`config.mk`:
```
export PLATFORM = sky130hd
export DESIGN_NAME = stream_mux_rr_flat
export DESIGN_NICKNAME = d
export VERILOG_FILES = /design/src/rtl/stream_mux_rr_if.sv /design/src/rtl/stream_mux_rr.sv /design/src/flat_wrapper.sv
export SDC_FILE = /design/constraint.sdc
export NUM_CORES = 1
export LEC_CHECK = 0
export ABC_AREA = 0
export CAP_MARGIN = 20
export CORE_MARGIN = 2
export CORE_UTILIZATION = 44
export CTS_BUF_LIST = sky130_fd_sc_hd__clkbuf_8
export CTS_CLUSTER_DIAMETER = 200
export DETAILED_ROUTE_END_ITERATION = 6
export GPL_TIMING_DRIVEN = 0
export MAX_ROUTING_LAYER = met4
export PLACE_DENSITY = 0.87
export SKIP_CTS_REPAIR_TIMING = 1
export SYNTH_ARGS = -nofsm -noshare
export SYNTH_HDL_FRONTEND = slang
export SYNTH_SLANG_ARGS = --single-unit
```
`constraint.sdc`:
```
create_clock -name clk -period 10.2 [get_ports clk]
set_clock_uncertainty 0.1 [all_clocks]
set_input_delay 3.06 -clock clk [delete_from_list [all_inputs] [get_ports clk]]
set_output_delay 3.06 -clock clk [all_outputs]
set_load 0.02 [all_outputs]
```
`src/rtl/stream_mux_rr_if.sv`:
```
`default_nettype none
// ============================================================================
// Module      : stream_mux_rr_if
// Description : Handshake bundle for stream_mux_rr (N_CH inputs, one output).
// Revision    : 1.0 - initial release
// ============================================================================
interface stream_mux_rr_if #(
    parameter int N_CH  = 4,
    parameter int WIDTH = 8
);
    localparam int SEL_W = (N_CH > 1) ? $clog2(N_CH) : 1;

    logic [N_CH*WIDTH-1:0] in_data;
    logic [N_CH-1:0]       in_valid;
    logic [N_CH-1:0]       in_ready;
    logic                  mode;
    logic [SEL_W-1:0]      sel;
    logic [WIDTH-1:0]      out_data;
    logic                  out_valid;
    logic [SEL_W-1:0]      out_ch;
    logic                  out_ready;

    // The mux itself
    modport slave (
        input  in_data, in_valid, mode, sel, out_ready,
        output in_ready, out_data, out_valid, out_ch
    );

    // Producers and consumer around the mux
    modport master (
        output in_data, in_valid, mode, sel, out_ready,
        input  in_ready, out_data, out_valid, out_ch
    );
endinterface
`default_nettype wire

```
`src/rtl/stream_mux_rr.sv`:
```
`default_nettype none
// ============================================================================
// Module      : stream_mux_rr
// Description : N-channel valid/ready stream mux, fixed or round-robin select,
//               single registered output stage.
// Revision    : 1.0 - initial release
// ============================================================================
module stream_mux_rr #(
    parameter int N_CH  = 4,
    parameter int WIDTH = 8
) (
    input  logic                  clk,
    input  logic                  rst_n,
    stream_mux_rr_if.slave        bus
);
    localparam int SEL_W = (N_CH > 1) ? $clog2(N_CH) : 1;

    logic [SEL_W-1:0] ptr_q,       ptr_d;
    logic             out_valid_q, out_valid_d;
    logic [WIDTH-1:0] out_data_q,  out_data_d;
    logic [SEL_W-1:0] out_ch_q,    out_ch_d;

    logic             w_load;
    logic             w_gnt_vld;
    logic [SEL_W-1:0] w_gnt;
    logic [WIDTH-1:0] w_gnt_data;
    logic [N_CH-1:0]  w_ready;

    always_comb begin
        w_load     = ~out_valid_q | bus.out_ready;
        w_gnt_vld  = 1'b0;
        w_gnt      = '0;
        w_gnt_data = '0;
        w_ready    = '0;

        if (!bus.mode) begin
            // Out-of-range sel never matches any channel, so it yields no grant.
            for (int i = 0; i < N_CH; i++) begin
                if (bus.sel == SEL_W'(i) && bus.in_valid[i]) begin
                    w_gnt_vld = 1'b1;
                    w_gnt     = SEL_W'(i);
                end
            end
        end else begin
            // Scan offsets from farthest to nearest so the nearest valid channel
            // after ptr is the last one written and therefore wins.
            for (int k = N_CH - 1; k >= 0; k--) begin
                for (int i = 0; i < N_CH; i++) begin
                    if (ptr_q == SEL_W'((i + N_CH - k) % N_CH) && bus.in_valid[i]) begin
                        w_gnt_vld = 1'b1;
                        w_gnt     = SEL_W'(i);
                    end
                end
            end
        end

        for (int i = 0; i < N_CH; i++) begin
            if (w_gnt == SEL_W'(i)) begin
                w_gnt_data = bus.in_data[i*WIDTH +: WIDTH];
            end
            w_ready[i] = w_gnt_vld & w_load & (w_gnt == SEL_W'(i));
        end
    end

    always_comb begin
        ptr_d       = ptr_q;
        out_valid_d = out_valid_q;
        out_data_d  = out_data_q;
        out_ch_d    = out_ch_q;
        if (w_load) begin
            out_valid_d = w_gnt_vld;
            if (w_gnt_vld) begin
                out_data_d = w_gnt_data;
                out_ch_d   = w_gnt;
                ptr_d      = (w_gnt == SEL_W'(N_CH - 1)) ? '0 : w_gnt + SEL_W'(1);
            end
        end
    end

    always_ff @(posedge clk or negedge rst_n) begin
        if (!rst_n) begin
            ptr_q       <= '0;
            out_valid_q <= 1'b0;
            out_data_q  <= '0;
            out_ch_q    <= '0;
        end else begin
            ptr_q       <= ptr_d;
            out_valid_q <= out_valid_d;
            out_data_q  <= out_data_d;
            out_ch_q    <= out_ch_d;
        end
    end

    assign bus.in_ready  = w_ready;
    assign bus.out_data  = out_data_q;
    assign bus.out_valid = out_valid_q;
    assign bus.out_ch    = out_ch_q;
endmodule
`default_nettype wire
```
`src/flat_wrapper.sv`:
```
// flat-port wrapper written by rule: the top's interface ports become plain ports
module stream_mux_rr_flat 
#(
    parameter int N_CH  = 4,
    parameter int WIDTH = 8
)
  (clk, rst_n, bus_in_data, bus_in_valid, bus_mode, bus_sel, bus_out_ready, bus_in_ready, bus_out_data, bus_out_valid, bus_out_ch);
  stream_mux_rr_if #(.N_CH(N_CH), .WIDTH(WIDTH)) bus_i ();
  input  logic clk;
  input  logic rst_n;
  input wire logic [$bits(bus_i.in_data)-1:0] bus_in_data;
  input wire logic [$bits(bus_i.in_valid)-1:0] bus_in_valid;
  input wire logic [$bits(bus_i.mode)-1:0] bus_mode;
  input wire logic [$bits(bus_i.sel)-1:0] bus_sel;
  input wire logic [$bits(bus_i.out_ready)-1:0] bus_out_ready;
  output wire logic [$bits(bus_i.in_ready)-1:0] bus_in_ready;
  output wire logic [$bits(bus_i.out_data)-1:0] bus_out_data;
  output wire logic [$bits(bus_i.out_valid)-1:0] bus_out_valid;
  output wire logic [$bits(bus_i.out_ch)-1:0] bus_out_ch;
  assign bus_i.in_data = bus_in_data;
  assign bus_i.in_valid = bus_in_valid;
  assign bus_i.mode = bus_mode;
  assign bus_i.sel = bus_sel;
  assign bus_i.out_ready = bus_out_ready;
  assign bus_in_ready = bus_i.in_ready;
  assign bus_out_data = bus_i.out_data;
  assign bus_out_valid = bus_i.out_valid;
  assign bus_out_ch = bus_i.out_ch;
  stream_mux_rr #(.N_CH(N_CH), .WIDTH(WIDTH)) u_core (.clk(clk), .rst_n(rst_n), .bus(bus_i));
endmodule
```
# == Yosys cells after proc, flatten, opt, wreduce, memory -nomap -nowiden ==
# Cells that the tools add are included.
# classes
reduce_logical,24
mux,45
add_sub_neg,1
bitwise,7
eq_ne,9
# op_table
operator,count
$mux 2,18
$mux 8,4
$mux 1,23
$logic_and 1x1->1,20
$eq 2x2->1 const B,6
$eq 2x1->1 const B,3
$logic_not 2->1,3
$and 1x1->1,5
$add 2x1->2 const B,1
$reduce_and 2->1,1
$not 1->1,1
$or 1x1->1,1
# word_totals
wordCells,90
ff_bits,13
input_bits,42

# == Logic depth before layout (Yosys ltp) ==
# Gate-level depths: netlist (run 1).
# logic_depth
depth_word,23
mapped_depth,13

# == Least setup slack after synthesis (run 1) ==
# OpenSTA, ideal clock, no wires.
# synth_timing
path_type,input port to output port
start,input port bus_in_valid[1]
end,output port bus_in_ready[2]
path_buffers,1
setup_slack_ns,2.507
required_time_ns,7.040
stages,8
arrival_time_ns,4.533
path_cell_list,inv_1 -> a21o_1 -> a221o_1 -> o211ai_1 -> inv_1 -> ha_1 -> clkbuf_1 -> and2_2
# synth_via
elab_chain_len,19
# synth_rtl
item,line_no,rtl
"start, declared",flat_wrapper.sv:12,input wire logic [$bits(bus_i.in_valid)-1:0] bus_in_valid;
$logic_and 1x1->1,stream_mux_rr.sv:49,if (ptr_q == SEL_W'((i + N_CH - k) % N_CH) && bus.in_valid[i]) begin
$mux 1,stream_mux_rr.sv:49,
$mux 2 (14 in a row),stream_mux_rr.sv:49,
$mux 2 (*),stream_mux_rr.sv:36,if (!bus.mode) begin
named net u_core.w_gnt[0],stream_mux_rr.sv:25,logic [SEL_W-1:0] w_gnt;
$eq 2x2->1 (*),stream_mux_rr.sv:61,w_ready[i] = w_gnt_vld & w_load & (w_gnt == SEL_W'(i));
$and 1x1->1 (*),stream_mux_rr.sv:61,
"end, declared",flat_wrapper.sv:16,output wire logic [$bits(bus_i.in_ready)-1:0] bus_in_ready;
# The timed path passes the listed nets; every way through them passes the cells marked *.

# == Worst setup path after layout (run 1) ==
# layout_timing
start,input port bus_in_valid[0]
end,output port bus_in_ready[2]
# layout_rtl
item,line_no
$logic_and 1x1->1,stream_mux_rr.sv:49
$mux 2 (8 in a row),stream_mux_rr.sv:49
$mux 2 (*) (4 in a row),stream_mux_rr.sv:49
$mux 2 (*),stream_mux_rr.sv:36
named net u_core.w_gnt[0],stream_mux_rr.sv:25
$eq 2x2->1 (*),stream_mux_rr.sv:61
$and 1x1->1 (*),stream_mux_rr.sv:61
# Marks and branches as above.

==> results of run 1 <==
==> cell type report <==
| type | instances | area share |
|---|---|---|
| Sequential cell | 13 | 0.183 |
| Clock inverter | 1 | 0.00211 |
| Clock buffer | 3 | 0.0232 |
| Multi-Input combinational cell | 92 | 0.411 |
| Tap cell | 30 | 0.0211 |
| Timing Repair Buffer | 56 | 0.315 |
| Inverter | 6 | 0.0127 |
| Buffer | 8 | 0.0323 |
==> flip-flops by register name, summed over array words and instances, names as in the netlist <==
register,flops
u_core.bus.out_ch,2
u_core.bus.out_valid,1
u_core.ptr_q,2
u_core.bus.out_data,8
==> how the worst max path moves through the flow <==
stage                                 end  depth (start not counted)            start  slack [ns]
after floorplan           bus_in_ready[2]                          8  bus_in_valid[1]        2.51
after global placement    bus_in_ready[2]                         10  bus_in_valid[0]        1.14
after detailed placement  bus_in_ready[2]                         10  bus_in_valid[0]        1.04
after CTS                 bus_in_ready[2]                         10  bus_in_valid[0]        1.05
after global routing      bus_in_ready[2]                         10  bus_in_valid[0]        0.86
final                     bus_in_ready[2]                         10  bus_in_valid[0]        1.04
==> metal layers <==
layer  global-route usage  vias to the layer above  routed length, um  share of wire
met3               0.0492                       11                388           0.12
met4                0.113                        0                 81          0.025
met5                    -                        -                  0              0
met1                0.211                      545               1240           0.38
met2                0.438                       66               1590           0.48
li1                     -                      564                  -              -
==> cell usage in the layout, fill, tap and decap left out, drive strengths merged, types with 2 or more instances in the layout <==
cell and count:
clkdlybuf4s50 56, nand2 13, dfrtp 13, mux2 13, nor2b 10, inv 7, a221oi 7, o31ai 7
buf 6, clkbuf 5, a31oi 4, and2 4, ha 4, a21oi 3, o21ai 3, nand2b 2
o2111ai 2, o22ai 2, mux2i 2
==> power groups by stage <==
stage | registers, mW | clock network, mW | logic [mW]
floorplan | 0.113 | 0 | 0.134
global placement | 0.0884 | 0 | 0.242
detailed placement | 0.0911 | 0 | 0.249
CTS | 0.0905 | 0.0471 | 0.250
global route | 0.0933 | 0.0484 | 0.268
finish | 0.0909 | 0.0457 | 0.249
==> cells by family after synthesis <==
family	share of synthesized area
mux	0.163
simple gates	0.183
compound gates	0.253
flops	0.286
buf+inv	0.0705
fa+ha+maj	0.0441
==> through the flow <==
step                      total power, mW  utilization
after detailed placement            0.340        0.706
final                               0.386        0.725
after global placement              0.331        0.706
after floorplan                     0.247            -
after CTS                           0.388        0.725
after global routing                0.410        0.725
==> worst register-to-register path, delay by kind of cell, from the launching register on <==
family / cells / cell delay, ns
adders and majority gates: 1 / 0.32
buffers and inverters: 3 / 0.59
DFF: 1 / 0.45
muxes: 1 / 0.27
AOI/OAI and AO/OA: 5 / 1.12
==> results.py, run 1 <==
metrics = {
    "status": {
        "status": "completed",
    },
    "final_layout": {
        "regArea_um2": 325,
        "multi_input_area_um2": 731,
        "antennaDiodeCount": 0,
        "area_delta_synth_final_pct": 56.6,
        "final_nets": 226,
        "layoutNonFillerInstCount": 209,
        "stdcell_area_um2": 1780,
        "fill_cells": 188,
        "drive_gt1_frac": 0.168,
    },
    "setup_path": {
        "arrival_ns": 6.00,
        "worst-setup-path-type": "in -> out",
        "path_cells": "clkdlybuf4s50_1 > and2b_1 > o22ai_1 > a221o_1 > o211ai_1 > inv_1 > ha_1 > clkbuf_1 > and2_2 > clkdlybuf4s50_1",
        "r2r_start": "u_core.ptr_q[1]$_DFFE_PN0P_",
        "reg2regPathDepth": 10,
        "reg2reg_slack_ns": 7.24,
        "crit_path_max_fanout": 10,
        "slowest_stage": "clkdlybuf4s50_1",
        "worstSetupEndpointType": "output port",
        "crit_top_cell": "clkdlybuf4s50_1",
        "critPathBufInv": 4,
        "required_ns": 7.04,
        "r2r_end": "u_core.bus.out_data[3]$_DFFE_PN0P_",
        "startpoint_type": "primary input",
        "cp_top_family": "buffers and inverters",
        "critical-path-max-stage-delay_ns": 0.59,
    },
    "routing": {
        "vias_per_cell": 5.67,
        "wire_per_inst_um": 15.8,
        "wirelength_mm": 3.30,
        "ant_nets": 0,
        "first_pass_iters": 4,
        "drtIter0Drc": 27,
        "drc": 0,
        "vias": 1186,
    },
    "floorplan": {
        "num_rows": 18,
        "ioPinCount": 57,
        "start_util": 0.463,
        "dieArea_um2": 3000,
        "fp.coreArea_um2": 2450,
        "die_w_um": 54.8,
        "die_y_um": 54.8,
    },
    "yosys": {
        "synth_fp_nets": 165,
        "synth_top_cells_by_count": "13 x dfrtp_1, 13 x nand2_1, 10 x nor2b_1",
        "yosys-top-cells-area": "dfrtp_1 29%, mux2_2 7.9%, mux2_4 6.6%, nor2b_1 5.5%, a221oi_1 5.4%",
        "synth_cell_types": 37,
        "async_reset_ff_frac": 1.00,
        "postSynthCellCount": 119,
        "yosysWarnings": 0,
        "yosysTopAreaCellShare": 0.286,
        "ys.flop_type": "dfrtp_1",
        "avgSynthCellArea_um2": 9.55,
        "syn_area_um2": 1140,
        "synth-edff-count": 0,
        "yosysTopAreaCell": "dfrtp_1",
        "ys_ff_latch": 13,
        "ys_seq_area_frac": 0.286,
    },
    "sta": {
        "tightest_slew_ns": 0.608,
        "post-route-period-util": 0.898,
        "fin_ws_ns": 1.04,
        "hold_violations": 0,
        "rsz0062_at_grt": "no",
        "finalSetupTns_ns": 0,
        "slew_headroom": 0.594,
        "fin_crit_ns": 9.16,
        "fmax_mhz": 109,
        "whs_ns": 0.409,
        "setup_viol": 0,
        "slew_violations": 0,
    },
    "clock_tree": {
        "numCtsBuffers": 3,
        "clkLatencyLatePin_ns": 0.25,
        "cts_tree": "yes",
        "root_buffer": "clkbuf_8",
        "htreeDepth": 1,
        "cts.sinks": 13,
        "clock_path_buffers": 2,
        "path_clk_slew_ns": 0.05,
    },
    "placement": {
        "gp_congestion": 0.794,
        "placed_cell_area_um2": 1730,
        "port_buffers": 56,
        "dp_hpwl_mm": 2.54,
        "dpl.cell_count": 205,
        "dpl_worst_slack_ns": 1.04,
    },
    "pwr": {
        "power_switching_mw": 0.156,
        "seq_power_share": 0.236,
        "static-leakage-power_nw": 0.718,
        "clkPwrFrac": 0.119,
        "worst_ir_drop_vdd_uv": 146,
        "powerDensity_nw_per_um2": 217,
        "internal_power_mw": 0.230,
        "switching_share": 0.403,
        "combinationalPowerShare": 0.646,
    },
    "grt": {
        "grt_pass1_wl_mm": 4.75,
        "grt_max_degree": 14,
        "gr-total-overflow": 0,
        "antenna_found_initial": 0,
        "grt_usage": 0.230,
        "grt_pass1_vias": 1093,
    },
    "worst_hold_path": {
        "worstHoldStart": "u_core.bus.out_data[1]$_DFFE_PN0P_",
        "hold_class": "reg -> reg",
        "holdPathStages": 1,
        "whs_endpoint": "u_core.bus.out_data[1]$_DFFE_PN0P_",
    },
    "flow_run": {
        "drv_cap": 0,
    },
}
No activity file was read; power rests on OpenSTA's default activity.
==> run 2: changes to the inputs <==
--- a/config.mk
+++ b/config.mk
@@ -12,7 +12,6 @@
 export CTS_BUF_LIST = sky130_fd_sc_hd__clkbuf_8
 export CTS_CLUSTER_DIAMETER = 200
 export DETAILED_ROUTE_END_ITERATION = 6
-export GPL_TIMING_DRIVEN = 0
 export MAX_ROUTING_LAYER = met4
 export PLACE_DENSITY = 0.87
 export SKIP_CTS_REPAIR_TIMING = 1
==> run 2 against run 1 <==
Sequential cell count unchanged; core utilization decreased by 2.0 points; die area unchanged; highest routed layer unchanged.
==> results.py, run 2 (synthesized netlist as in run 1, its figures left out) <==
metrics = {
    "status": {
        "status": "completed",
    },
    "setup_path": {
        "crit_top_cell": "clkdlybuf4s50_1",
        "path_cells": "clkdlybuf4s50_1 > mux2_2 > a21boi_2 > a31oi_1 > ha_1 > and2_2 > clkdlybuf4s50_1",
        "crit_start": "bus_in_valid[3]",
        "r2r_start": "u_core.ptr_q[0]$_DFFE_PN0P_",
        "arrival_ns": 5.91,
        "worstSetupEndpointType": "output port",
        "critical-path-max-stage-delay_ns": 0.67,
        "startpoint_type": "primary input",
        "slowest_stage": "clkdlybuf4s50_1",
        "required_ns": 7.04,
        "crit_path_max_fanout": 18,
        "worst-setup-path-type": "in -> out",
    },
    "grt": {
        "grt_max_degree": 19,
        "grt_usage": 0.222,
        "grt_util_met2": 0.371,
        "grt-busiest-layer": "met2",
        "grtUsageMet3": 0.0574,
        "grt_use_met1": 0.246,
        "antenna_found_initial": 0,
        "grt_pass1_wl_mm": 4.58,
        "gr-total-overflow": 0,
        "grt_pass1_vias": 1019,
    },
    "floorplan": {
        "start_util": 0.463,
        "fp.coreArea_um2": 2450,
        "die_w_um": 54.8,
        "die_y_um": 54.8,
        "num_rows": 18,
        "ioPinCount": 57,
        "dieArea_um2": 3000,
    },
    "routing": {
        "drtIter0Drc": 24,
        "wire_per_inst_um": 15.8,
        "vias": 1170,
        "vias_per_cell": 5.79,
        "first_pass_iters": 4,
        "drc": 0,
        "wirelength_mm": 3.19,
        "ant_nets": 0,
    },
    "final_layout": {
        "antennaDiodeCount": 0,
        "layoutNonFillerInstCount": 202,
        "drive_gt1_frac": 0.145,
        "mostFrequentLayoutCell": "clkdlybuf4s50_1",
        "final_nets": 219,
        "largest_register_ffs": 8,
        "area_delta_synth_final_pct": 52.2,
        "layout_common_cells": "56 x clkdlybuf4s50_1, 13 x nand2_1, 13 x dfrtp_1, 10 x nor2b_1, 8 x mux2_2",
    },
    "sta": {
        "fin_crit_ns": 9.07,
        "finalSetupTns_ns": 0,
        "post-route-period-util": 0.889,
        "setup_viol": 0,
        "slew_violations": 0,
        "slew_headroom": 0.601,
        "fmax_mhz": 110,
        "rsz0062_at_grt": "no",
        "tightest_slew_ns": 0.597,
        "hold_violations": 0,
    },
    "pwr": {
        "worst_ir_drop_vdd_uv": 178,
        "powerDensity_nw_per_um2": 216,
        "static-leakage-power_nw": 0.689,
    },
    "clock_tree": {
        "cts.sinks": 13,
        "clkLatencyLatePin_ns": 0.24,
        "root_buffer": "clkbuf_8",
        "path_clk_slew_ns": 0.06,
        "clock_path_buffers": 2,
        "cts_tree": "yes",
        "numCtsBuffers": 3,
        "htreeDepth": 1,
    },
    "placement": {
        "dpl.cell_count": 198,
        "port_buffers": 56,
        "gp_congestion": 0.880,
        "dp_hpwl_mm": 2.44,
    },
    "worst_hold_path": {
        "worstHoldStart": "u_core.bus.out_data[2]$_DFFE_PN0P_",
        "hold_class": "reg -> reg",
    },
    "flow_run": {
        "drv_cap": 0,
    },
}
==> run 2: layer usage <==
| metal | up-vias | routed length [um] |
|---|---|---|
| li1 | 556 | - |
| met1 | 540 | 1260 |
| met2 | 69 | 1490 |
| met3 | 5 | 394 |
| met4 | 0 | 51 |
| met5 | - | 0 |
==> run 2: final timing paths <==
check,endpoint,slack (ns),depth (start not counted)
min in group asynchronous,u_core.bus.out_data[0]$_DFFE_PN0P_,3.09,1
worst min-delay path,u_core.bus.out_data[2]$_DFFE_PN0P_,0.41,1
worst max register to register,u_core.bus.out_data[4]$_DFFE_PN0P_,7.15,9
worst min register to register,u_core.bus.out_data[2]$_DFFE_PN0P_,0.41,1
max in group asynchronous,u_core.bus.out_data[5]$_DFFE_PN0P_,6.52,1
worst max-delay path,bus_in_ready[3],1.13,7
==> run 2: power breakdown <==
group	internal (mW)	switching [mW]	total (mW)
Sequential	0.0752	0.0236	0.0987
Combinational	0.120	0.109	0.228
Clock	0.0266	0.0196	0.0462
==> run 2: worst max-delay path: cells and delay by family <==
family	cells	cell delay [ns]
AO/OA/AOI/OAI	2	0.46
multiplexers	1	0.24
adder cells (fa/ha/maj)	1	0.62
AND/OR/NAND/NOR	1	0.25
buffers and inverters	2	1.27
==> run 2: through the flow <==
stage | hold WS, ns | setup slack [ns] | power (mW) | area, um^2 | util
3_5_place_dp | 0.400 | 1.15 | 0.327 | 1680 | 0.686
4_1_cts | 0.414 | 1.15 | 0.375 | 1730 | 0.704
6_report | 0.411 | 1.13 | 0.373 | 1730 | 0.704
5_1_grt | 0.421 | 0.970 | 0.398 | 1730 | 0.704
3_3_place_gp | 0.388 | 1.27 | 0.319 | 1680 | 0.686
2_1_floorplan | 0.536 | 2.51 | 0.247 | 1140 | -
==> run 2: layout make-up <==
class,instances,area [um^2]
Inverter,6,22.5
Sequential cell,13,325
Clock buffer,3,41.3
Tap cell,30,37.5
Timing Repair Buffer,57,568
Fill cell,180,726
Multi-Input combinational cell,92,731
Clock inverter,1,3.75
